==> src/rtl/if_rd_arbiter_pkg.sv <==
// ============================================================================
// Module : if_pkg
// Shared interface codes, per-code read sizes and arbiter FSM encoding.
// Rev    : 1.0
// ============================================================================
`default_nettype none

package if_pkg;

  localparam logic [3:0] IFCODE_CFG    = 4'd1;
  localparam logic [3:0] IFCODE_ACT    = 4'd2;
  localparam logic [3:0] IFCODE_FLGACT = 4'd3;
  localparam logic [3:0] IFCODE_WEI    = 4'd4;
  localparam logic [3:0] IFCODE_FLGWEI = 4'd5;

  // Beats moved by the FIFO controller for each interface code
  localparam int RD_SIZE_CFG    = 2;
  localparam int RD_SIZE_ACT    = 4;
  localparam int RD_SIZE_FLGACT = 3;
  localparam int RD_SIZE_WEI    = 5;
  localparam int RD_SIZE_FLGWEI = 3;

  typedef enum logic [1:0] {
    ST_IDLE     = 2'd0,
    ST_CFG      = 2'd1,
    ST_XFER     = 2'd2,
    ST_WAIT_RDY = 2'd3
  } arb_state_e;

  function automatic int rd_size(input logic [3:0] code);
    case (code)
      IFCODE_CFG:    return RD_SIZE_CFG;
      IFCODE_ACT:    return RD_SIZE_ACT;
      IFCODE_FLGACT: return RD_SIZE_FLGACT;
      IFCODE_WEI:    return RD_SIZE_WEI;
      IFCODE_FLGWEI: return RD_SIZE_FLGWEI;
      default:       return 0;
    endcase
  endfunction

endpackage

`default_nettype wire

==> src/rtl/if_rd_arbiter_if.sv <==
// ============================================================================
// Module : if_rd_arbiter_if
// Config and read handshake between the arbiter and the FIFO read controller.
// Rev    : 1.0
// ============================================================================
`default_nettype none

interface if_rd_arbiter_if #(
  parameter int SPI_WIDTH = 32,
  parameter int CODE_W    = 4
);
  logic                 config_ready;
  logic                 config_paulse;
  logic [CODE_W-1:0]    config_data;
  logic                 Reset_WEI_IF_CFG;
  logic                 rd_req;
  logic                 rd_valid;
  logic [SPI_WIDTH-1:0] rd_data;
  logic                 rd_done;

  modport master (
    input  config_ready, rd_valid, rd_data, rd_done,
    output config_paulse, config_data, Reset_WEI_IF_CFG, rd_req
  );

  modport slave (
    output config_ready, rd_valid, rd_data, rd_done,
    input  config_paulse, config_data, Reset_WEI_IF_CFG, rd_req
  );
endinterface

`default_nettype wire

==> src/rtl/if_rd_arbiter_rr.sv <==
// ============================================================================
// Module : rr_arbiter_onehot
// Picks the first asserted request at or after ptr, wrapping circularly.
// Rev    : 1.0
// ============================================================================
`default_nettype none

module rr_arbiter_onehot #(
  parameter int NUM_REQ = 5,
  parameter int IDX_W   = 3
) (
  input  wire logic [NUM_REQ-1:0] req,
  input  wire logic [IDX_W-1:0]   ptr,
  output logic      [NUM_REQ-1:0] gnt,
  output logic      [IDX_W-1:0]   idx,
  output logic                    any
);

  logic [IDX_W:0]   w_pos;
  logic [IDX_W-1:0] w_j;

  // One extra bit keeps ptr+k from overflowing before the wrap subtract
  always_comb begin
    gnt   = '0;
    idx   = '0;
    any   = 1'b0;
    w_pos = '0;
    w_j   = '0;
    for (int k = 0; k < NUM_REQ; k++) begin
      w_pos = {1'b0, ptr} + (IDX_W+1)'(k);
      if (w_pos >= (IDX_W+1)'(NUM_REQ))
        w_pos = w_pos - (IDX_W+1)'(NUM_REQ);
      w_j = w_pos[IDX_W-1:0];
      if (!any && req[w_j]) begin
        any      = 1'b1;
        gnt[w_j] = 1'b1;
        idx      = w_j;
      end
    end
  end

endmodule

`default_nettype wire

==> src/rtl/if_rd_arbiter.sv <==
// ============================================================================
// Module : if_rd_arbiter
// Round-robin share of the FIFO read port among the on-chip loaders.
// Rev    : 1.0
// ============================================================================
`default_nettype none

module if_rd_arbiter
  import if_pkg::*;
#(
  parameter int                         NUM_REQ   = 5,
  parameter int                         SPI_WIDTH = 32,
  parameter int                         CODE_W    = 4,
  parameter logic [NUM_REQ*CODE_W-1:0]  REQ_CODES = {IFCODE_FLGWEI, IFCODE_WEI,
                                                     IFCODE_FLGACT, IFCODE_ACT,
                                                     IFCODE_CFG},
  parameter int                         WDOG_W    = 16
) (
  input  wire logic                 clk_chip,
  input  wire logic                 reset_n_chip,
  input  wire logic [NUM_REQ-1:0]   req,
  input  wire logic [NUM_REQ-1:0]   req_reset_wei,
  input  wire logic [NUM_REQ-1:0]   req_ready,
  output logic      [NUM_REQ-1:0]   gnt,
  output logic      [NUM_REQ-1:0]   dat_valid,
  output logic      [SPI_WIDTH-1:0] dat_data,
  output logic      [NUM_REQ-1:0]   done,
  output logic                      timeout_err,
  input  wire logic                 err_clr,
  if_rd_arbiter_if.master           fifo
);

  localparam int IDX_W = (NUM_REQ > 1) ? $clog2(NUM_REQ) : 1;

  arb_state_e         r_state;
  arb_state_e         w_state_nxt;
  logic [IDX_W-1:0]   r_rr_ptr;
  logic [NUM_REQ-1:0] r_gnt;
  logic [IDX_W-1:0]   r_idx;
  logic [CODE_W-1:0]  r_code;
  logic               r_wei;
  logic [WDOG_W-1:0]  r_wdog;
  logic               r_timeout;

  logic [NUM_REQ-1:0] w_arb_gnt;
  logic [IDX_W-1:0]   w_arb_idx;
  logic               w_arb_any;
  logic               w_grant_load;
  logic               w_xfer_end;
  logic               w_cfg_pulse;
  logic               w_rd_req;
  logic [NUM_REQ-1:0] w_dat_valid;
  logic [SPI_WIDTH-1:0] w_dat_data;
  logic [NUM_REQ-1:0] w_done;
  logic [WDOG_W-1:0]  w_wdog_inc;
  logic [WDOG_W-1:0]  w_wdog_nxt;
  logic               w_expire;

  rr_arbiter_onehot #(
    .NUM_REQ (NUM_REQ),
    .IDX_W   (IDX_W)
  ) u_rr (
    .req (req),
    .ptr (r_rr_ptr),
    .gnt (w_arb_gnt),
    .idx (w_arb_idx),
    .any (w_arb_any)
  );

  always_ff @(posedge clk_chip or negedge reset_n_chip) begin
    if (!reset_n_chip) r_state <= ST_IDLE;
    else               r_state <= w_state_nxt;
  end

  always_comb begin
    w_state_nxt  = r_state;
    w_grant_load = 1'b0;
    w_xfer_end   = 1'b0;
    w_cfg_pulse  = 1'b0;
    w_rd_req     = 1'b0;
    w_dat_valid  = '0;
    w_dat_data   = '0;
    w_done       = '0;
    case (r_state)
      ST_IDLE: begin
        if (fifo.config_ready && w_arb_any) begin
          w_grant_load = 1'b1;
          w_state_nxt  = ST_CFG;
        end
      end
      ST_CFG: begin
        w_cfg_pulse = 1'b1;
        w_state_nxt = ST_XFER;
      end
      ST_XFER: begin
        w_rd_req    = req_ready[r_idx];
        w_dat_valid = r_gnt & {NUM_REQ{fifo.rd_valid}};
        w_dat_data  = fifo.rd_data;
        if (fifo.rd_done) begin
          w_done      = r_gnt;
          w_xfer_end  = 1'b1;
          w_state_nxt = ST_WAIT_RDY;
        end
      end
      ST_WAIT_RDY: begin
        // Hold off regrant until the FIFO controller has left its reset state
        if (fifo.config_ready) w_state_nxt = ST_IDLE;
      end
      default: w_state_nxt = ST_IDLE;
    endcase
  end

  // Watchdog saturates at all-ones; expiry is flagged on the edge it gets there
  always_comb begin
    w_wdog_inc = (r_wdog == '1) ? r_wdog : r_wdog + WDOG_W'(1);
    w_wdog_nxt = '0;
    w_expire   = 1'b0;
    if (r_state == ST_XFER && !fifo.rd_valid) begin
      w_wdog_nxt = w_wdog_inc;
      w_expire   = (w_wdog_inc == '1);
    end
  end

  always_ff @(posedge clk_chip or negedge reset_n_chip) begin
    if (!reset_n_chip) begin
      r_rr_ptr  <= '0;
      r_gnt     <= '0;
      r_idx     <= '0;
      r_code    <= '0;
      r_wei     <= 1'b0;
      r_wdog    <= '0;
      r_timeout <= 1'b0;
    end else begin
      if (w_grant_load) begin
        r_gnt  <= w_arb_gnt;
        r_idx  <= w_arb_idx;
        r_code <= REQ_CODES[w_arb_idx*CODE_W +: CODE_W];
        r_wei  <= req_reset_wei[w_arb_idx];
      end
      if (w_xfer_end) begin
        r_gnt    <= '0;
        r_rr_ptr <= (r_idx == IDX_W'(NUM_REQ-1)) ? '0 : r_idx + IDX_W'(1);
      end
      r_wdog <= w_wdog_nxt;
      if (w_expire)     r_timeout <= 1'b1;
      else if (err_clr) r_timeout <= 1'b0;
    end
  end

  assign gnt                   = r_gnt;
  assign dat_valid             = w_dat_valid;
  assign dat_data              = w_dat_data;
  assign done                  = w_done;
  assign timeout_err           = r_timeout;
  assign fifo.config_paulse    = w_cfg_pulse;
  assign fifo.config_data      = r_code;
  assign fifo.Reset_WEI_IF_CFG = r_wei;
  assign fifo.rd_req           = w_rd_req;

endmodule

`default_nettype wire

==> src/flat_wrapper.sv <==
// flat-port wrapper written by rule: the top's interface ports become plain ports
module if_rd_arbiter_flat import if_pkg::*;
#(
  parameter int                         NUM_REQ   = 5,
  parameter int                         SPI_WIDTH = 32,
  parameter int                         CODE_W    = 4,
  parameter logic [NUM_REQ*CODE_W-1:0]  REQ_CODES = {IFCODE_FLGWEI, IFCODE_WEI,
                                                     IFCODE_FLGACT, IFCODE_ACT,
                                                     IFCODE_CFG},
  parameter int                         WDOG_W    = 16
)
  (clk_chip, reset_n_chip, req, req_reset_wei, req_ready, gnt, dat_valid, dat_data, done, timeout_err, err_clr, fifo_config_ready, fifo_rd_valid, fifo_rd_data, fifo_rd_done, fifo_config_paulse, fifo_config_data, fifo_Reset_WEI_IF_CFG, fifo_rd_req);
  if_rd_arbiter_if #(.SPI_WIDTH(SPI_WIDTH), .CODE_W(CODE_W)) fifo_i ();
  input  wire logic clk_chip;
  input  wire logic reset_n_chip;
  input  wire logic [NUM_REQ-1:0] req;
  input  wire logic [NUM_REQ-1:0] req_reset_wei;
  input  wire logic [NUM_REQ-1:0] req_ready;
  output logic      [NUM_REQ-1:0] gnt;
  output logic      [NUM_REQ-1:0] dat_valid;
  output logic      [SPI_WIDTH-1:0] dat_data;
  output logic      [NUM_REQ-1:0] done;
  output logic timeout_err;
  input  wire logic err_clr;
  input wire logic [$bits(fifo_i.config_ready)-1:0] fifo_config_ready;
  input wire logic [$bits(fifo_i.rd_valid)-1:0] fifo_rd_valid;
  input wire logic [$bits(fifo_i.rd_data)-1:0] fifo_rd_data;
  input wire logic [$bits(fifo_i.rd_done)-1:0] fifo_rd_done;
  output wire logic [$bits(fifo_i.config_paulse)-1:0] fifo_config_paulse;
  output wire logic [$bits(fifo_i.config_data)-1:0] fifo_config_data;
  output wire logic [$bits(fifo_i.Reset_WEI_IF_CFG)-1:0] fifo_Reset_WEI_IF_CFG;
  output wire logic [$bits(fifo_i.rd_req)-1:0] fifo_rd_req;
  assign fifo_i.config_ready = fifo_config_ready;
  assign fifo_i.rd_valid = fifo_rd_valid;
  assign fifo_i.rd_data = fifo_rd_data;
  assign fifo_i.rd_done = fifo_rd_done;
  assign fifo_config_paulse = fifo_i.config_paulse;
  assign fifo_config_data = fifo_i.config_data;
  assign fifo_Reset_WEI_IF_CFG = fifo_i.Reset_WEI_IF_CFG;
  assign fifo_rd_req = fifo_i.rd_req;
  if_rd_arbiter #(.NUM_REQ(NUM_REQ), .SPI_WIDTH(SPI_WIDTH), .CODE_W(CODE_W), .REQ_CODES(REQ_CODES), .WDOG_W(WDOG_W)) u_core (.clk_chip(clk_chip), .reset_n_chip(reset_n_chip), .req(req), .req_reset_wei(req_reset_wei), .req_ready(req_ready), .gnt(gnt), .dat_valid(dat_valid), .dat_data(dat_data), .done(done), .timeout_err(timeout_err), .err_clr(err_clr), .fifo(fifo_i));
endmodule
==> config.mk <==
export PLATFORM = sky130hd
export DESIGN_NAME = if_rd_arbiter_flat
export DESIGN_NICKNAME = d
export VERILOG_FILES = /design/src/rtl/if_rd_arbiter_pkg.sv /design/src/rtl/if_rd_arbiter_if.sv /design/src/rtl/if_rd_arbiter_rr.sv /design/src/rtl/if_rd_arbiter.sv /design/src/flat_wrapper.sv
export SDC_FILE = /design/constraint.sdc
export NUM_CORES = 1
export LEC_CHECK = 0
export ABC_AREA = 1
export CAP_MARGIN = 25
export CORE_MARGIN = 2
export CORE_UTILIZATION = 43
export DETAILED_ROUTE_END_ITERATION = 10
export MAX_ROUTING_LAYER = met4
export PLACE_DENSITY = 0.9
export SKIP_LAST_GASP = 1
export SYNTH_ARGS = -nofsm -noshare
export SYNTH_HDL_FRONTEND = slang
export SYNTH_SLANG_ARGS = --single-unit
export TNS_END_PERCENT = 1
==> constraint.sdc <==
create_clock -name clk_chip -period 3.2 [get_ports clk_chip]
set_input_delay 0.8 -clock clk_chip [delete_from_list [all_inputs] [get_ports clk_chip]]
set_output_delay 0.8 -clock clk_chip [all_outputs]
set_load 0.05 [all_outputs]
-- Word level (Yosys, flattened, before mapping)
Cells that the tools add are included.
- output and inout port bits: 55
- register bits: 35
- input port bits: 53
- $add $sub $neg: 11
- eq/ne operators: 9
- shift operators: 1
- bitwise gates (word level): 5
- mux-type cells: 66
- order comparisons: 17
- reduce and logical (&&, ||, !) cells: 20
- operators with widths (kind ; number):
    5-bit two-way mux ; 10
    3-bit two-way mux ; 11
    16-bit equality test (second input constant) ; 2
    16-bit two-way mux ; 2
    32-bit two-way mux ; 1
    3-bit by 4-bit < comparator with 1-bit output (second input constant) ; 7
    1-bit two-way mux ; 26
    1-bit binary-select mux with 3-bit select ; 7
    5-bit bitwise OR ; 4
    20-bit by 6-bit variable part select with 4-bit output (first input constant) ; 1
    16-bit by 1-bit adder with 16-bit output (second input constant) ; 1
    4-bit by 3-bit greater-or-equal comparator with 1-bit output (second input constant) ; 4
    1-bit demux with 3-bit select ; 5
    3-bit by 1-bit greater-or-equal comparator with 1-bit output (second input constant) ; 5
    3-bit subtractor (second input constant) ; 5
    1-bit logical AND ; 11
    3-bit by 2-bit adder with 4-bit output (second input constant) ; 2
    2-bit case mux with 4 select lines ; 1
    2-bit two-way mux ; 3
    5-bit AND ; 1
    1-bit zero test ; 5
    3-bit by 1-bit adder with 4-bit output (second input constant) ; 1
    3-bit by 3-bit adder with 4-bit output (second input constant) ; 1
    2-bit equality test (second input constant) ; 2
    other kinds (9) ; 11

-- Longest topological paths before layout
Gate-level depths: netlist of the first run.
- depth after elaboration: 22
- depth in mapped cells: 24
- depth with buffers taken out: 24

-- Cells and area by module
From an unflattened synthesis of the first run, not the netlist that was laid out.
- cell total of the unflattened synthesis: 571
- area, all modules: 3550.9 um^2
- by module, submodules not included (module ; cells each ; area an instance (um^2) ; instances):
    if_rd_arbiter ; 352 ; 2361.0 ; 1
    rr_arbiter_onehot ; 219 ; 1189.9 ; 1

-- Worst setup path after synthesis of the first run
No wires, ideal clock.
- path type: register -> register
- start point: reg u_core.r_rr_ptr[0]
- end point: reg u_core.r_code[0], in the netlist u_core.fifo.config_data[0]
- path slack: 0.160 ns
- stages on the path, launching flop included: 20
- clock period less this slack: 3.040 ns
- setup time: 0.131 ns
- arrival time: 2.908 ns
- path through: dfrtp_1 -> clkinv_1 -> ha_1 -> ha_1 -> inv_1 -> nand3_1 -> o21ai_0 -> nor2_1 -> o21ai_1 -> a21oi_1 -> nor2_2 -> inv_1 -> nand3_4 -> inv_2 -> nand2_2 -> nand2_4 -> inv_1 -> ha_1 -> nand3_1 -> o211ai_1
- RTL lines (element ; line ; source):
    start, declared ; if_rd_arbiter.sv:37 ; logic [IDX_W-1:0] r_rr_ptr;
    start signal, assigned ; if_rd_arbiter.sv:142 ; r_rr_ptr <= (r_idx == IDX_W'(NUM_REQ-1)) ? '0 : r_idx + IDX_W'(1);
    branches (longest 16 deep; another with 3-bit by 1-bit adder with 4-bit output) ; - ;
    3-bit two-way mux * ; if_rd_arbiter_rr.sv:34 ; if (!any && req[w_j]) begin
    named net u_core.u_rr.idx[0] ; if_rd_arbiter_rr.sv:15 ; output logic [IDX_W-1:0] idx,
    20-bit by 6-bit variable part select with 4-bit output * ; if_rd_arbiter.sv:137 ; r_code <= REQ_CODES[w_arb_idx*CODE_W +: CODE_W];
    end signal, assigned ; if_rd_arbiter.sv:137 ;
    end, declared ; if_rd_arbiter.sv:40 ; logic [CODE_W-1:0] r_code;
Mark *: on every way through the listed nets, which the timed path passes. The select of a mux whose other input is x is not followed.
A chain may end at the register's enable or synchronous reset.

-- Worst setup path after layout of the first run
Ends and elaborated chain as after synthesis.

==> results of run 1 <==
## kinds of logic (layout without fill, tap and decap cells)
family,after synthesis,count (layout),share of synthesized area (%)
AOI/OAI and AO/OA,64,64,11.5
other,1,1,0.108
and+or+nand+nor,284,284,40.1
adders and majority gates,18,18,6.73
buffers and inverters,125,241,14.0
DFF,34,34,24.6
xor gates and xnor gates,11,11,3.00
## per-layer routing
layer	GRT usage [%]	up-vias	wire length (um)
met1	28.4	1807	4180
met3	4.41	25	800
li1	-	1924	-
met2	42.3	206	5390
met5	-	-	0
met4	7.00	0	182
## sequential cells by signal (all words and copies together) (netlist names)
register	count
u_core.fifo.Reset_WEI_IF_CFG	1
u_core.r_idx	3
u_core.gnt	5
u_core.timeout_err	1
u_core.r_state	2
u_core.r_rr_ptr	3
u_core.r_wdog	16
u_core.fifo.config_data	3
## worst max-delay path, stage by stage, from the launching register on
cell                       delay, ns
sky130_fd_sc_hd__dfrtp_1        0.41
sky130_fd_sc_hd__inv_2          0.09
sky130_fd_sc_hd__ha_1           0.15
sky130_fd_sc_hd__inv_1          0.06
sky130_fd_sc_hd__fa_2           0.35
sky130_fd_sc_hd__o21bai_4       0.21
sky130_fd_sc_hd__nand2_1        0.10
sky130_fd_sc_hd__nand2_2        0.11
sky130_fd_sc_hd__inv_2          0.10
sky130_fd_sc_hd__nand2_1        0.06
sky130_fd_sc_hd__nand3_1        0.10
sky130_fd_sc_hd__nand3_2        0.09
sky130_fd_sc_hd__inv_2          0.09
sky130_fd_sc_hd__nand2_1        0.07
sky130_fd_sc_hd__inv_2          0.10
sky130_fd_sc_hd__nand3_4        0.11
sky130_fd_sc_hd__inv_2          0.07
sky130_fd_sc_hd__nand2_2        0.08
sky130_fd_sc_hd__nand2_4        0.11
sky130_fd_sc_hd__inv_1          0.05
sky130_fd_sc_hd__ha_1           0.19
sky130_fd_sc_hd__nand3_2        0.08
sky130_fd_sc_hd__o211ai_1       0.09
## metrics by stage
| step | utilization (%) | hold slack (ns) | std cells | setup WS, ns |
|---|---|---|---|---|
| global placement | 61.5 | 0.480 | 744 | 0.149 |
| finish | 63.9 | 0.533 | 755 | 0.190 |
| global route | 63.9 | 0.543 | 755 | 0.00385 |
| CTS | 62.5 | 0.523 | 751 | 0.0130 |
| detailed placement | 61.5 | 0.499 | 744 | 0.0184 |
| floorplan | - | 0.493 | 537 | 0.160 |
## what timing repair did
item                                   CTS  global route
resized for setup                        0            31
hold buffers                             0             0
setup buffers                            0             4
endpoints found under the hold margin    0             0
setup endpoints to repair                0             8
## layout make-up
class                      count  area [um^2]
sequential                    34          852
inverter                     117          442
multi-input combinational    378         2200
fill                         660         2810
timing repair buffer         117         1260
tap                          102          128
clock buffer                   7         76.3
## cells in the final DEF, fill, tap and decap left out, drive strengths merged, types with 4 or more instances in the layout
master / n
o21ai: 21
buf: 54
nand4: 11
nand3: 56
xor2: 7
ha: 17
clkdlybuf4s50: 63
nor3: 10
dfrtp: 34
o211ai: 6
clkbuf: 7
xnor2: 4
nor2: 62
a21oi: 21
inv: 116
nand2: 137
o22ai: 8
## worst paths after layout
path                                                 from                                endpoint  slack (ns)  cells past startpoint
setup / recovery           u_core.r_rr_ptr[0]$_DFFE_PN0P_  u_core.fifo.config_data[0]$_DFFE_PN0P_        0.19                     22
hold / removal             u_core.timeout_err$_DFFE_PN0P_          u_core.timeout_err$_DFFE_PN0P_        0.53                      2
setup reg to reg           u_core.r_rr_ptr[0]$_DFFE_PN0P_  u_core.fifo.config_data[0]$_DFFE_PN0P_        0.19                     22
hold reg to reg            u_core.timeout_err$_DFFE_PN0P_          u_core.timeout_err$_DFFE_PN0P_        0.53                      2
max in group asynchronous                    reset_n_chip          u_core.r_rr_ptr[2]$_DFFE_PN0P_        1.93                      2
min in group asynchronous                    reset_n_chip             u_core.r_wdog[13]$_DFF_PN0_        0.92                      2
==> PnR_summary.wiki, run 1 <==
{| class="wikitable"
! Metric !! Value
|-
| Result of the run || finished clean
|-
| H-tree depth reported by CTS || 2
|-
| Library cell with the highest instance count after synthesis || sky130_fd_sc_hd__nand2_1
|-
| Clock tree root buffer cell || sky130_fd_sc_hd__clkbuf_8
|-
| Largest net degree at the start of global routing || 35
|-
| Transition time of the tightest slew-check pin || 0.533 ns
|-
| Req. time, crit path || 3.37 ns
|-
| Number of iterations in the first detailed-routing pass || 6
|-
| Layout Skew || 0.00791 ns
|-
| Syn. warnings || 0
|-
| Number of buffers inserted by port buffering || 106
|-
| Core Area || 7770 um^2
|-
| Post-synthesis instance area || 3460 um^2
|-
| Worst Setup Path Type || reg -> reg
|-
| Initial DRC count || 278
|-
| CTS clock-pin slew for the worst setup and hold paths || 0.07 ns
|-
| Die Y-Extent || 93.7 um
|-
| Count of final max-slew check failures || 0
|-
| Final Routed Wirelength || 10600 um
|-
| Setup TNS || 0 ns
|-
| #FFs+latches synth || 34
|-
| Clk sink count || 34
|-
| Hpwl dp || 8540 um
|-
| Area after detailed placement || 4780 um^2
|-
| Nature of the critical path startpoint || flop
|-
| Worst min-delay path category || reg -> reg
|-
| Crit share post-route || 94.0%
|-
| TritonCTS clock tree || yes
|-
| Most instantiated cells after synthesis || 125 x sky130_fd_sc_hd__nand2_1, 103 x sky130_fd_sc_hd__inv_1, 56 x sky130_fd_sc_hd__nor2_1
|-
| Final-report setup violation count || 0
|-
| Via count of the first global-routing pass || 3772
|-
| Worst-Skew Late Latency || 0.29 ns
|-
| Die width || 93.7 um
|-
| Post-synth EDFFs || 0
|-
| Post-layout instance area || 4960 um^2
|-
| Final worst path period need || 3.01 ns
|-
| Site Rows || 32
|-
| Cells after synthesis || 537
|-
| Initial antenna violation count || 0
|-
| Unrepaired setup endpoints after global routing || false
|-
| Antenna fix cells || 0
|-
| Yosys top cell area share || 24.6%
|-
| Final RePlAce weighted congestion || 0.937
|-
| Relative slew slack || 64.4%
|-
| Final layout net count || 724
|-
| Endpoint class of the critical path || flop
|-
| CP Data Arrival Time || 3.18 ns
|-
| Fraction of layout cells with a size suffix above 1 || 19.9%
|-
| Synth area leaders || sky130_fd_sc_hd__dfrtp_1 25%, sky130_fd_sc_hd__nand2_1 14%, sky130_fd_sc_hd__inv_1 11%
|-
| Top cell type by total area after synthesis || sky130_fd_sc_hd__dfrtp_1
|-
| Final hold vios || 0
|-
| Most used flip-flop cell after synthesis || sky130_fd_sc_hd__dfrtp_1
|-
| Average footprint of a synthesized cell || 6.44 um^2
|-
| Overall fraction of global-route tracks in use || 24.2%
|-
| First-pass GRT wire length || 16800 um
|-
| Fraction of registers with async set/reset || 100%
|-
| Antenna-violating nets left || 0
|-
| Clock buffer count from CTS || 5
|-
| Max cap viols || 0
|-
| Routed wire per std cell || 14.0 um
|-
| Number of top-level pins || 108
|-
| Number of vias per cell || 5.25
|-
| Initial cell density of the core || 44.5%
|-
| Count of unresolved DRC violations after routing || 0
|-
| Unique cell type count in the Yosys netlist || 47
|-
| Critical-path maximum fanout || 6
|-
| Proportion of synthesized chip area in sequential cells || 24.6%
|-
| Total vias in the final route || 3962
|-
| Grt ovf || 0
|-
| Synth Net Count || 608
|-
| Max Buffers Root-to-Sink || 2
|-
| Die Area || 8780 um^2
|-
| Growth of design area from synthesis to finish || 43.4%
|-
| Highest attainable clock frequency || 332 MHz
|}
Power of run 1 is not shown: default switching activity piles up to over one toggle a cycle in this logic, so the estimate is an artifact.
==> inputs of run 2 (changes only) <==
--- a/config.mk
+++ b/config.mk
@@ -6,6 +6,7 @@
 export NUM_CORES = 1
 export LEC_CHECK = 0
 export ABC_AREA = 1
+export ABC_CLOCK_PERIOD_IN_PS = 3200
 export CAP_MARGIN = 25
 export CORE_MARGIN = 2
 export CORE_UTILIZATION = 43
==> results of run 2 <==
Same layout as run 1: the final DEF is identical, and so are final timing and power.
Power of run 2 is left out for the same reason.
==> inputs of run 3 (changes only) <==
--- a/config.mk
+++ b/config.mk
@@ -6,7 +6,6 @@
 export NUM_CORES = 1
 export LEC_CHECK = 0
 export ABC_AREA = 1
-export ABC_CLOCK_PERIOD_IN_PS = 3200
 export CAP_MARGIN = 25
 export CORE_MARGIN = 2
 export CORE_UTILIZATION = 43
==> results of run 3 <==
Same layout as run 1: the final DEF is identical, and so are final timing and power.
Power of run 3 is left out for the same reason.
